### src/rtl/subword_store_rmw_sequencer_pkg.sv
// Shared types and constants for the sub-word store read-modify-write sequencer.
package subword_store_rmw_sequencer_pkg;

  // Internal store operation codes, as presented on req_op.
  typedef enum logic [2:0] {
    OP_SW  = 3'd0,
    OP_SB  = 3'd1,
    OP_SH  = 3'd2,
    OP_SWL = 3'd3,
    OP_SWR = 3'd4
  } op_e;

  // Sequencer states.
  typedef enum logic [2:0] {
    IDLE  = 3'd0,
    RD    = 3'd1,
    RDW   = 3'd2,
    MERGE = 3'd3,
    WRITE = 3'd4,
    DONE  = 3'd5,
    ERR   = 3'd6
  } state_e;

  // MIPS primary opcodes of the store family.
  localparam logic [5:0] OPC_SB  = 6'b101000;
  localparam logic [5:0] OPC_SH  = 6'b101001;
  localparam logic [5:0] OPC_SWL = 6'b101010;
  localparam logic [5:0] OPC_SW  = 6'b101011;
  localparam logic [5:0] OPC_SWR = 6'b101110;

  // Decoder helper: maps a primary opcode to {legal, req_op}.
  function automatic logic [3:0] decode_store_opcode(input logic [5:0] opc);
    logic [3:0] r;
    r = 4'b0111;
    case (opc)
      OPC_SB:  r = {1'b1, OP_SB};
      OPC_SH:  r = {1'b1, OP_SH};
      OPC_SWL: r = {1'b1, OP_SWL};
      OPC_SW:  r = {1'b1, OP_SW};
      OPC_SWR: r = {1'b1, OP_SWR};
      default: r = 4'b0111;
    endcase
    return r;
  endfunction

endpackage

### src/rtl/subword_store_rmw_sequencer_merge.sv
// Combinational lane merge: builds the lane mask for a store and merges the
// shifted source data into the old memory word.
module store_lane_merge
  import subword_store_rmw_sequencer_pkg::*;
#(
  parameter int DATA_W     = 32,
  parameter bit BIG_ENDIAN = 1'b0,
  localparam int LANES     = DATA_W / 8,
  localparam int OFF_W     = $clog2(LANES)
) (
  input  logic [DATA_W-1:0] old_word,
  input  logic [DATA_W-1:0] data,
  input  logic [OFF_W-1:0]  offset,
  input  logic [2:0]        op,
  output logic [LANES-1:0]  mask,
  output logic [DATA_W-1:0] merged
);

  // Lane mask and data placement in little-endian lane numbering.
  logic [LANES-1:0]  lmask;
  logic [DATA_W-1:0] shifted;

  // SWL fills lanes 0..offset from the data MSBs; everything else places the
  // data LSBs at lane 'offset' and upward.
  always_comb begin
    lmask = '0;
    if (op == OP_SWL) shifted = data >> (8 * (LANES - 1 - int'(offset)));
    else              shifted = data << (8 * int'(offset));
    for (int i = 0; i < LANES; i++) begin
      case (op)
        OP_SB:   lmask[i] = (i == int'(offset));
        OP_SH:   lmask[i] = (i == int'(offset)) || (i == int'(offset) + 1);
        OP_SWL:  lmask[i] = (i <= int'(offset));
        OP_SWR:  lmask[i] = (i >= int'(offset));
        default: lmask[i] = 1'b1;
      endcase
    end
  end

  // Big-endian mode mirrors lane numbering onto physical byte positions.
  for (genvar p = 0; p < LANES; p++) begin : g_lane
    localparam int L = BIG_ENDIAN ? (LANES - 1 - p) : p;
    assign mask[p]         = lmask[L];
    assign merged[8*p +: 8] = lmask[L] ? shifted[8*L +: 8] : old_word[8*p +: 8];
  end

endmodule

### src/rtl/subword_store_rmw_sequencer.sv
// Sub-word store sequencer for a word-only data memory: read the containing
// word, merge the selected lanes, write it back. Stalls the front end while
// a sequence is in flight.
module subword_store_rmw_sequencer
  import subword_store_rmw_sequencer_pkg::*;
#(
  parameter int DATA_W       = 32,
  parameter int ADDR_W       = 32,
  parameter bit BIG_ENDIAN   = 1'b0,
  parameter bit EN_UNALIGNED = 1'b1
) (
  input  logic              clk,
  input  logic              reset,
  input  logic              clk_enable,
  input  logic              req_valid,
  output logic              req_ready,
  input  logic [2:0]        req_op,
  input  logic [ADDR_W-1:0] req_addr,
  input  logic [DATA_W-1:0] req_data,
  output logic [ADDR_W-1:0] mem_address,
  output logic              mem_read,
  output logic              mem_write,
  output logic [DATA_W-1:0] mem_writedata,
  input  logic [DATA_W-1:0] mem_readdata,
  input  logic              mem_waitrequest,
  output logic              stall,
  output logic              done,
  output logic              err
);

  localparam int LANES = DATA_W / 8;
  localparam int OFF_W = $clog2(LANES);

  localparam logic [2:0] S_IDLE  = IDLE;
  localparam logic [2:0] S_RD    = RD;
  localparam logic [2:0] S_RDW   = RDW;
  localparam logic [2:0] S_MERGE = MERGE;
  localparam logic [2:0] S_WRITE = WRITE;
  localparam logic [2:0] S_DONE  = DONE;
  localparam logic [2:0] S_ERR   = ERR;

  logic [2:0]        state_q, state_d;
  logic [ADDR_W-1:0] addr_q;
  logic [2:0]        op_q;
  logic [DATA_W-1:0] data_q;
  logic [DATA_W-1:0] word_q;
  logic [LANES-1:0]  mask_q;
  logic [LANES-1:0]  mask_c;
  logic [DATA_W-1:0] merged_c;
  logic              accept;
  logic              bad_req;
  logic [OFF_W-1:0]  req_off;

  assign req_off   = req_addr[OFF_W-1:0];
  assign req_ready = (state_q == S_IDLE);
  assign accept    = req_valid & req_ready & clk_enable;

  // Alignment and opcode legality of the incoming request.
  always_comb begin
    bad_req = 1'b0;
    case (req_op)
      OP_SW:          bad_req = (req_off != '0);
      OP_SB:          bad_req = 1'b0;
      OP_SH:          bad_req = req_addr[0];
      OP_SWL, OP_SWR: bad_req = !EN_UNALIGNED;
      default:        bad_req = 1'b1;
    endcase
  end

  // Next-state logic; waitrequest holds RD and WRITE in place.
  always_comb begin
    state_d = state_q;
    case (state_q)
      S_IDLE:  if (accept) state_d = bad_req ? S_ERR : ((req_op == OP_SW) ? S_WRITE : S_RD);
      S_RD:    if (!mem_waitrequest) state_d = S_RDW;
      S_RDW:   state_d = S_MERGE;
      S_MERGE: state_d = S_WRITE;
      S_WRITE: if (!mem_waitrequest) state_d = S_DONE;
      S_DONE:  state_d = S_IDLE;
      S_ERR:   state_d = S_IDLE;
      default: state_d = S_IDLE;
    endcase
  end

  store_lane_merge #(
    .DATA_W     (DATA_W),
    .BIG_ENDIAN (BIG_ENDIAN)
  ) u_merge (
    .old_word (word_q),
    .data     (data_q),
    .offset   (addr_q[OFF_W-1:0]),
    .op       (op_q),
    .mask     (mask_c),
    .merged   (merged_c)
  );

  // State and datapath registers; clk_enable low freezes everything.
  always_ff @(posedge clk or negedge reset) begin
    if (!reset) begin
      state_q <= S_IDLE;
      addr_q  <= '0;
      op_q    <= '0;
      data_q  <= '0;
      word_q  <= '0;
      mask_q  <= '0;
    end else if (clk_enable) begin
      state_q <= state_d;
      if (accept) begin
        addr_q <= req_addr;
        op_q   <= req_op;
        data_q <= req_data;
        if (req_op == OP_SW) begin
          word_q <= req_data;
          mask_q <= '1;
        end
      end
      if (state_q == S_RDW) word_q <= mem_readdata;
      if (state_q == S_MERGE) begin
        word_q <= merged_c;
        mask_q <= mask_c;
      end
    end
  end

  // A merged write-back always covers at least one lane.
  assert property (@(posedge clk) disable iff (!reset)
    (state_q == S_WRITE && op_q != OP_SW) |-> (mask_q != '0));

  // Outputs decode straight from registered state, so they hold under
  // waitrequest and clk_enable and clear asynchronously on reset.
  assign mem_address   = {addr_q[ADDR_W-1:OFF_W], {OFF_W{1'b0}}};
  assign mem_read      = (state_q == S_RD);
  assign mem_write     = (state_q == S_WRITE);
  assign mem_writedata = mem_write ? word_q : '0;
  assign stall         = (state_q == S_RD) || (state_q == S_RDW) ||
                         (state_q == S_MERGE) || (state_q == S_WRITE);
  assign done          = (state_q == S_DONE);
  assign err           = (state_q == S_ERR);

endmodule

### config.mk
export PLATFORM = sky130hd
export DESIGN_NAME = subword_store_rmw_sequencer
export DESIGN_NICKNAME = d
export VERILOG_FILES = /design/src/rtl/subword_store_rmw_sequencer_pkg.sv /design/src/rtl/subword_store_rmw_sequencer_merge.sv /design/src/rtl/subword_store_rmw_sequencer.sv
export SDC_FILE = /design/constraint.sdc
export NUM_CORES = 1
export LEC_CHECK = 0
export CORE_ASPECT_RATIO = 2
export CORE_MARGIN = 5
export CORE_UTILIZATION = 30
export DETAILED_ROUTE_END_ITERATION = 7
export HOLD_SLACK_MARGIN = 0.08
export PLACE_DENSITY = 0.55
export SLEW_MARGIN = 20
export SYNTH_ARGS = -nofsm -noshare
export SYNTH_HDL_FRONTEND = slang
export SYNTH_SLANG_ARGS = --single-unit
export TNS_END_PERCENT = 30
### constraint.sdc
create_clock -name clk -period 3.35 [get_ports clk]
set_clock_uncertainty 0.1 [all_clocks]
set_input_delay 0.67 -clock clk [delete_from_list [all_inputs] [get_ports clk]]
set_output_delay 0.67 -clock clk [all_outputs]
set_load 0.02 [all_outputs]
== Word-level counts from Yosys, hierarchy flattened ==
Index checks and enable logic that the tools add are counted.
W data, S select, Z words.
Storage, ports and cells
  bits in registers: 102
  input bits: 104
  output and inout bits: 70
Cells by class
  add/sub/neg operators: 2
  order comparisons: 6
  equal/unequal tests: 27
  shifts and indexed selects: 2
  multiplexer cells: 21
  bitwise operators: 2
  reduce and logical (&&, ||, !) cells: 21
Operators by type and width (count)
  $mux W32: 6
  $eq A3 B32 Y1 const A: 2
  $eq A2 B32 Y1 const A: 1
  $logic_not A32 Y1: 1
  $mux W8: 4
  $shl A32 B5 Y32: 1
  $shr A32 B32 Y32: 1
  $reduce_and A4 Y1: 5
  $eq A3 B2 Y1 const B: 6
  $eq A3 B3 Y1 const B: 5
  $mux W3: 5
  $pmux W3 S5: 1
  $ne A2 B1 Y1 const B: 5
  $eq A3 B1 Y1 const B: 3
  $pmux W1 S3: 3
  $pmux W1 S4: 2
  $logic_or A1 B1 Y1: 7
  $logic_not A3 Y1: 2
  $reduce_bool A3 Y1: 2
  $eq A2 B2 Y1 const A: 2
  $ge A1 B2 Y1 const A: 2
  $le A2 B2 Y1 const A: 2
  $ne A2 B2 Y1 const B: 2
  $add A2 B1 Y3 const B: 1
  9 further kinds: 10

== Depth between registers and ports, before layout ==
Gate-level depths: netlist (run 1).
  depth after elaboration: 6
  gate-level depth with buffers: 10
  gate-level depth less buffers: 7

== By module ==
From an unflattened synthesis (run 1), not the netlist that was laid out.
Second synthesis, totals
  cell total of the unflattened synthesis: 715
  area, all modules: 7345.8 sq um
Modules (own cells, without submodules)
  subword_store_rmw_sequencer: instances 1, cells an instance 514, area each 5754.3 sq um, sequential area each 2552.4 sq um
  store_lane_merge: instances 1, cells an instance 201, area each 1591.5 sq um, sequential area each 0.0 sq um

== Least setup slack after synthesis (run 1) ==
No wires, ideal clock.
  kind: register to output
  start: reg state_q[2]
  end: out mem_writedata[22]
  arrival time: 1.720 ns
  required time: 2.580 ns
  path slack: 0.860 ns
  stages on the path, launching flop included: 5
  buffers on the path: 2
  cell sequence: dfrtp_1 > clkbuf_1 > nor3b_1 > clkbuf_1 > and2_1
Between the ends
  longest elaborated chain between the ends: 2
RTL lines
  from (decl): RTL line subword_store_rmw_sequencer.sv:42  | logic [2:0] state_q, state_d;
  from (signal assigned): RTL line subword_store_rmw_sequencer.sv:107  | state_q <= state_d;
  $eq A3 B3 Y1: RTL line subword_store_rmw_sequencer.sv:133  | assign mem_write = (state_q == S_WRITE);
  named net mem_write: RTL line subword_store_rmw_sequencer.sv:22  | output logic mem_write,
  $mux W32: RTL line subword_store_rmw_sequencer.sv:134  | assign mem_writedata = mem_write ? word_q : '0;
  to (decl): RTL line subword_store_rmw_sequencer.sv:23  | output logic [DATA_W-1:0] mem_writedata,
The timed path passes the listed nets, and every way through them passes these cells.

== Worst setup path after layout (run 1) ==
  start: reg state_q[1]
  end: out mem_writedata[8]
Between the ends
  longest elaborated chain between the ends: 2
RTL lines (RTL line)
  $eq A3 B3 Y1: subword_store_rmw_sequencer.sv:133
  $mux W32: subword_store_rmw_sequencer.sv:134
No other way between the ends.

==> results of run 1 <==
-- where the power goes --
| group | internal [mW] | switching [mW] | total (mW) |
|---|---|---|---|
| sequential | 1.85 | 0.564 | 2.41 |
| combinational | 1.84 | 2.22 | 4.06 |
| clock | 0.575 | 0.476 | 1.05 |
| total | 4.27 | 3.26 | 7.53 |
-- registers in the layout (all words and copies together), names as in the netlist --
register and flops:
addr_q 32, word_q 32, data_q 32, state_q 3
op_q 3
-- stage by stage --
step | utilization | hold WS (ns) | std cells | power [mW]
2_1_floorplan | - | 0.2744 | 641 | 5.226
3_3_place_gp | 0.3888 | 0.3509 | 1012 | 6.437
3_5_place_dp | 0.3888 | 0.3570 | 1012 | 6.538
4_1_cts | 0.4027 | 0.2512 | 1027 | 7.612
5_1_grt | 0.4027 | 0.2829 | 1027 | 8.038
6_report | 0.4027 | 0.2237 | 1027 | 7.525
-- synth_stat cells, drive strengths merged, types with 2 or more instances --
library cell  count  area, µm²
ha                7      87.58
or3               2      12.51
mux2i            23      230.2
nand2            42      157.7
dfrtp           102       2552
a21oi            45      225.2
o21a              2      15.01
mux2             65      732.0
o211a             2      20.02
and2             34      212.7
o32ai             3      26.28
nor2             44      165.2
inv               7      26.28
o22ai             2      12.51
clkbuf           30      112.6
nand3            29      145.1
nand2b            2      12.51
mux4              8      180.2
nor3             21      105.1
nor4              7      43.79
buf              55      371.6
and3              7      43.79
o31ai             2      33.78
a31oi             6      37.54
o21ai            39      195.2
a211oi            6      45.04
a22oi             6      45.04
a221oi            2      17.52
o41ai            17      171.4
nand3b            4      30.03
nor2b             3      18.77
o31a              2      17.52
-- critical path, cell delays in order (launching register included) --
cell and delay, ns:
dfrtp_1 0.54, nor3b_2 0.25, buf_4 0.25, and2_1 0.20
clkdlybuf4s50_1 0.63
-- cell type report --
cell class,count,area share
clock inverters,4,0.006074
inverters,8,0.003645
clock buffers,11,0.02825
repair buffers,190,0.2278
well taps,266,0.04039
multi-input cells,446,0.3839
flip-flops and latches,102,0.3099
-- cell families (layout without fill, tap and decap cells) --
family | after synthesis | count (layout) | synth area share
and+or+nand+nor | 198 | 198 | 0.1568
AOI/OAI and AO/OA | 141 | 141 | 0.1486
DFF | 102 | 102 | 0.4106
muxes | 96 | 96 | 0.1838
buffers and inverters | 93 | 213 | 0.08273
adders and majority gates | 7 | 7 | 0.01409
xor gates and xnor gates | 2 | 2 | 0.002819
other | 1 | 2 | 0.0006033
-- per-layer routing --
layer	part of all wire	vias to the layer above	GRT usage
met5	0	-	0
met4	0.035	0	0.08358
met3	0.032	32	0.02344
met2	0.58	141	0.3334
met1	0.36	2607	0.1725
li1	-	2503	-
-- path summary, 6_finish.rpt --
check,startpoint,endpoint,slack [ns],depth (start not counted)
min,reset,addr_q[25]$_DFFE_PN0P_,0.22,1
max reg2reg,state_q[0]$_DFFE_PN0P_,word_q[4]$_DFFE_PN0P_,0.87,5
max in group asynchronous,reset,addr_q[0]$_DFFE_PN0P_,2.19,2
min reg2reg,word_q[17]$_DFFE_PN0P_,word_q[17]$_DFFE_PN0P_,0.37,2
min in group clk,word_q[17]$_DFFE_PN0P_,word_q[17]$_DFFE_PN0P_,0.37,2
max,state_q[1]$_DFFE_PN0P_,mem_writedata[8],0.36,4
==> summary.txt, run 1 <==
Placed design
  • Area after DPL: 7956 µm²
  • Port bufs: 171
  • DP Worst Slack: 0.6868 ns
  • Post-DP HPWL: 15,720 µm
  • Final Wtd Congestion: 0.8483

Run
  • Max Cap Violations: 0

Routing
  • Residual DRC: 0
  • Antenna-violating nets left: 0
  • Wire per inst: 20.00 µm
  • Drt pass-1 iters: 4
  • DRT iter0 DRCs: 301
  • Via-to-Cell Ratio: 5.144
  • Total Wirelength: 20,540 µm
  • Via Count: 5,283

Floorplanning
  • Initial core utilization: 0.3038
  • Core ar.: 20,460 µm²
  • I/O Pins: 174
  • Die ar.: 23,870 µm²
  • Die Y: 213.6 µm
  • Die Wd: 111.8 µm
  • FP Rows: 74

STA
  • Fin. max-slew vios: 0
  • Max frequency: 334.4 MHz
  • Rel. slew slack: 0.3029
  • Min Tclk post-route: 2.990 ns
  • Slew @ Worst Pin: 1.039 ns
  • Post-route setup TNS: 0 ns
  • Final worst path period share: 0.8927
  • Final Hold Violating Endpoints: 0
  • RSZ-0062 raised after global routing: false
  • Number of setup violations in the final report: 0
  • Setup WS post-layout: 0.3596 ns

Final layout
  • Leading cell types in the layout, fill and taps excluded: clkdlybuf4s50_1, dfrtp_1, mux2_2
  • Most common cell after layout, fill and taps aside: clkdlybuf4s50_1
  • Fill count: 2,033
  • Multi-input gate area: 3163 µm²
  • Diode count: 0
  • Share of cells above drive strength 1: 0.1537
  • Total Nets Final: 868
  • Area delta synth->final: 32.55%
  • Final instance area: 8239 µm²
  • Area occupied by registers: 2554 µm²

Synth
  • Number of synthesis warnings: 0
  • EDFF count, synth: 0
  • Mapped Avg Cell Area: 9.712 µm²
  • #FFs+latches synth: 102
  • Sequential fraction of the synthesis area: 0.4106
  • Gate Count Post-Synth: 640
  • Async S/R FF share, synth: 1.000
  • Cell Area, Synth: 6216 µm²
  • Unique masters post-synth: 51
  • Main synth FF type: dfrtp_1

Clocking
  • Total CTS buffers: 9
  • Worst-skew pair later-pin latency: 0.36 ns
  • Post-cts hold buffer count: 0
  • Post-CTS sizing: 0
  • CTS H-tree lvls: 3
  • Clock Pin Slew Worst Setup and Hold Paths: 0.07 ns
  • CTS Buffer Depth: 2
  • Sink Count: 102
  • TritonCTS clock tree: done
  • Post-CTS setup buffer count: 0
  • Root Driver: clkbuf_16

Worst setup path
  • Max FO, Critical Path: 16
  • Critical Path RT: 2.58 ns
  • Worst setup SP type: register
  • Crit Path Class: register to output port
  • Crit path DAT: 2.22 ns
  • Critical Path End Type: output port

Global routing
  • Total GRT Usage: 0.1696
  • Initial antenna violation count: 0
  • Largest net degree at the start of global routing: 55
  • Vias in the first global route: 5,500
  • Global route total overflow: 0
  • First-pass GRT wire length: 31,200 µm

Pwr
  • Peak VDD IR: 0.0004406 V
  • Leakage: 3.314 nW
  • PwrDens: 913.4 nW/µm²

Run status
  • Status: complete, no violations

Hold path
  • Min-Delay Path Class: input port to async pin
(Power assumes the default switching activity.)
==> run 2: changes to the inputs <==
--- a/config.mk
+++ b/config.mk
@@ -5,10 +5,12 @@
 export SDC_FILE = /design/constraint.sdc
 export NUM_CORES = 1
 export LEC_CHECK = 0
+export CAP_MARGIN = 0
 export CORE_ASPECT_RATIO = 2
 export CORE_MARGIN = 5
 export CORE_UTILIZATION = 30
 export DETAILED_ROUTE_END_ITERATION = 7
+export GPL_ROUTABILITY_DRIVEN = 0
 export HOLD_SLACK_MARGIN = 0.08
 export PLACE_DENSITY = 0.55
 export SLEW_MARGIN = 20
==> run 2 against run 1 <==
Net effect:
- count of clock-buffer cells in the layout did not move
- first-iteration DRC count rose by 36%
- combinational power barely moved
- setup slack got worse by 0.077 ns
- flip-flop and latch count did not move
- via count rose by 1.2%
- die area did not move
- sequential power barely moved
- total power rose by 0.78%
==> summary.txt, run 2 (synthesized netlist as in run 1, its figures left out) <==
Run status
  • Status: complete, no violations

Clocking
  • Worst-skew pair later-pin latency: 0.36 ns (about the same)
  • Sink Count: 102 (unchanged)
  • CTS H-tree lvls: 3 (unchanged)
  • Post-CTS setup buffer count: 0 (unchanged)
  • Clock Pin Slew Worst Setup and Hold Paths: 0.07 ns (about the same)
  • Root Driver: clkbuf_16
  • CTS Buffer Depth: 2 (unchanged)
  • Total CTS buffers: 9 (unchanged)
  • Post-cts hold buffer count: 0 (unchanged)
  • Post-CTS sizing: 0 (unchanged)
  • TritonCTS clock tree: done

Routing
  • Uppermost layer routed: met4
  • DRT iter0 DRCs: 410 (+36%)
  • Wire per inst: 20.22 µm (+1.1%)
  • WL met1: 7083 µm (-3.1%)
  • Drt pass-1 iters: 5 (+1)
  • Met3 WL: 953 µm (+45%)
  • Via-to-Cell Ratio: 5.193 (+0.96%)
  • Residual DRC: 0 (unchanged)
  • Antenna-violating nets left: 0 (unchanged)
  • Via Count: 5,344 (+1.2%)
  • Total Wirelength: 20,810 µm (+1.3%)
  • WL met2: 11,990 µm (+1.2%)

Final layout
  • Leading cell types in the layout, fill and taps excluded: clkdlybuf4s50_1, dfrtp_1, mux2_2
  • Post-layout util: 0.4037 (+0.001039)
  • Most common cell after layout, fill and taps aside: clkdlybuf4s50_1
  • Share of cells above drive strength 1: 0.1562 (+0.002423)
  • Area occupied by registers: 2554 µm² (unchanged)
  • Area delta synth->final: 32.89%
  • Regs by FF count: addr_q: 32 flops, data_q: 32 flops, word_q: 32 flops
  • Fill count: 2,014 (-0.93%)
  • Total Nets Final: 868 (unchanged)
  • Multi-input gate area: 3163 µm² (unchanged)

Global routing
  • Global route total overflow: 0 (unchanged)
  • Vias in the first global route: 5,509 (+0.16%)
  • Total GRT Usage: 0.1727 (+0.003076)
  • Initial antenna violation count: 1 (+1)
  • First-pass GRT wire length: 31,720 µm (+1.7%)
  • Largest net degree at the start of global routing: 55 (unchanged)

STA
  • Slew @ Worst Pin: 0.8099 ns (-0.2295 ns)
  • RSZ-0062 raised after global routing: false
  • Setup WS post-layout: 0.2822 ns (-0.07739 ns)
  • Rel. slew slack: 0.4601 (+0.1572)
  • Final Hold Violating Endpoints: 0 (unchanged)
  • Number of setup violations in the final report: 0 (unchanged)
  • Min Tclk post-route: 3.068 ns (+0.07740 ns)
  • Max frequency: 326.0 MHz (-2.5%)
  • Post-route setup TNS: 0 ns (unchanged)
  • Final worst path period share: 0.9158 (+0.02310)
  • Fin. max-slew vios: 0 (unchanged)

Worst setup path
  • Worst R2R Path Depth: 6 (+1)
  • Critical Path RT: 2.58 ns (about the same)
  • Worst setup SP type: register
  • Critical Path End Type: output port
  • Reg2reg end: word_q[0]$_DFFE_PN0P_
  • RR Startpoint: state_q[0]$_DFFE_PN0P_
  • Max FO, Critical Path: 17 (+1)
  • Crit path DAT: 2.30 ns (+0.08 ns)
  • Crit Path Class: register to output port
  • Flop2flop setup slack: 0.90 ns (+0.03 ns)

Run
  • Max Cap Violations: 0 (unchanged)

Floorplanning
  • Core ar.: 20,460 µm² (unchanged)
  • Die ar.: 23,870 µm² (unchanged)
  • Initial core utilization: 0.3038 (unchanged)
  • FP Rows: 74 (unchanged)
  • Die Wd: 111.8 µm (unchanged)
  • Die Y: 213.6 µm (unchanged)
  • I/O Pins: 174 (unchanged)

Hold path
  • Min-Delay Path Class: input port to async pin

Placed design
  • Port bufs: 171 (unchanged)
  • DP Worst Slack: 0.6471 ns (-0.03969 ns)
  • Post-DP HPWL: 16,010 µm (+1.8%)

Pwr
  • PwrDens: 918.1 nW/µm² (+0.52%)
  • Peak VDD IR: 0.0004501 V (+2.2%)
  • Leakage: 3.324 nW (+0.29%)
  • Power, Total: 7.584 mW (+0.78%)
## run 2: cell count changes in the layout (fill, tap and decap cells not counted), sizes merged
cell / before / now
diode: 0 / 1
clkinv: 2 / 3
## run 2: final cells by class
cell class	count	area share
tap	266	0.04029
antenna	1	0.0003029
multi-input combinational	446	0.3829
inverter	8	0.003635
clock inverter	5	0.007119
timing repair buffer	190	0.2272
sequential	102	0.3091
clock buffer	11	0.02939
## run 2: power breakdown
part           internal, mW  switching (mW)  total (mW)  leakage, nW
clock network         0.601           0.486        1.09        0.142
registers              1.85           0.597        2.44         1.23
logic                  1.84            2.21        4.05         1.95
total                  4.29            3.29        7.58         3.32
## run 2: stage by stage
stage                     hold WS, ns  cell area [µm²]  instances
after floorplan                0.2744             6220        641
final                          0.2659             8260       1029
after global routing           0.3366             8260       1029
after detailed placement       0.3648             7956       1012
after global placement         0.3546             7956       1012
after CTS                      0.2961             8258       1028
## run 2: metal layers
| metal | global-route usage | up-vias |
|---|---|---|
| li1 | - | 2499 |
| met5 | 0 | - |
| met3 | 0.02711 | 35 |
| met1 | 0.1792 | 2626 |
| met4 | 0.08232 | 0 |
| met2 | 0.3342 | 184 |
## run 2: worst max-delay path, cell delays in order (launching register included)
cell	delay, ns
dfrtp_1	0.62
nor3b_2	0.28
buf_4	0.24
and2_1	0.18
clkdlybuf4s50_1	0.61
## run 2: worst max path at each step
| stage | slack, ns | start | end |
|---|---|---|---|
| after CTS | 0.24 | state_q[2]$_DFFE_PN0P_ | mem_writedata[4] |
| after detailed placement | 0.65 | req_op[2] | word_q[0]$_DFFE_PN0P_ |
| after global routing | 0.1 | state_q[2]$_DFFE_PN0P_ | mem_writedata[7] |
| final | 0.28 | state_q[2]$_DFFE_PN0P_ | mem_writedata[4] |
| after global placement | 0.71 | state_q[2]$_DFFE_PN0P_ | mem_writedata[4] |
| after floorplan | 0.86 | state_q[2]$_DFFE_PN0P_ | mem_writedata[22] |
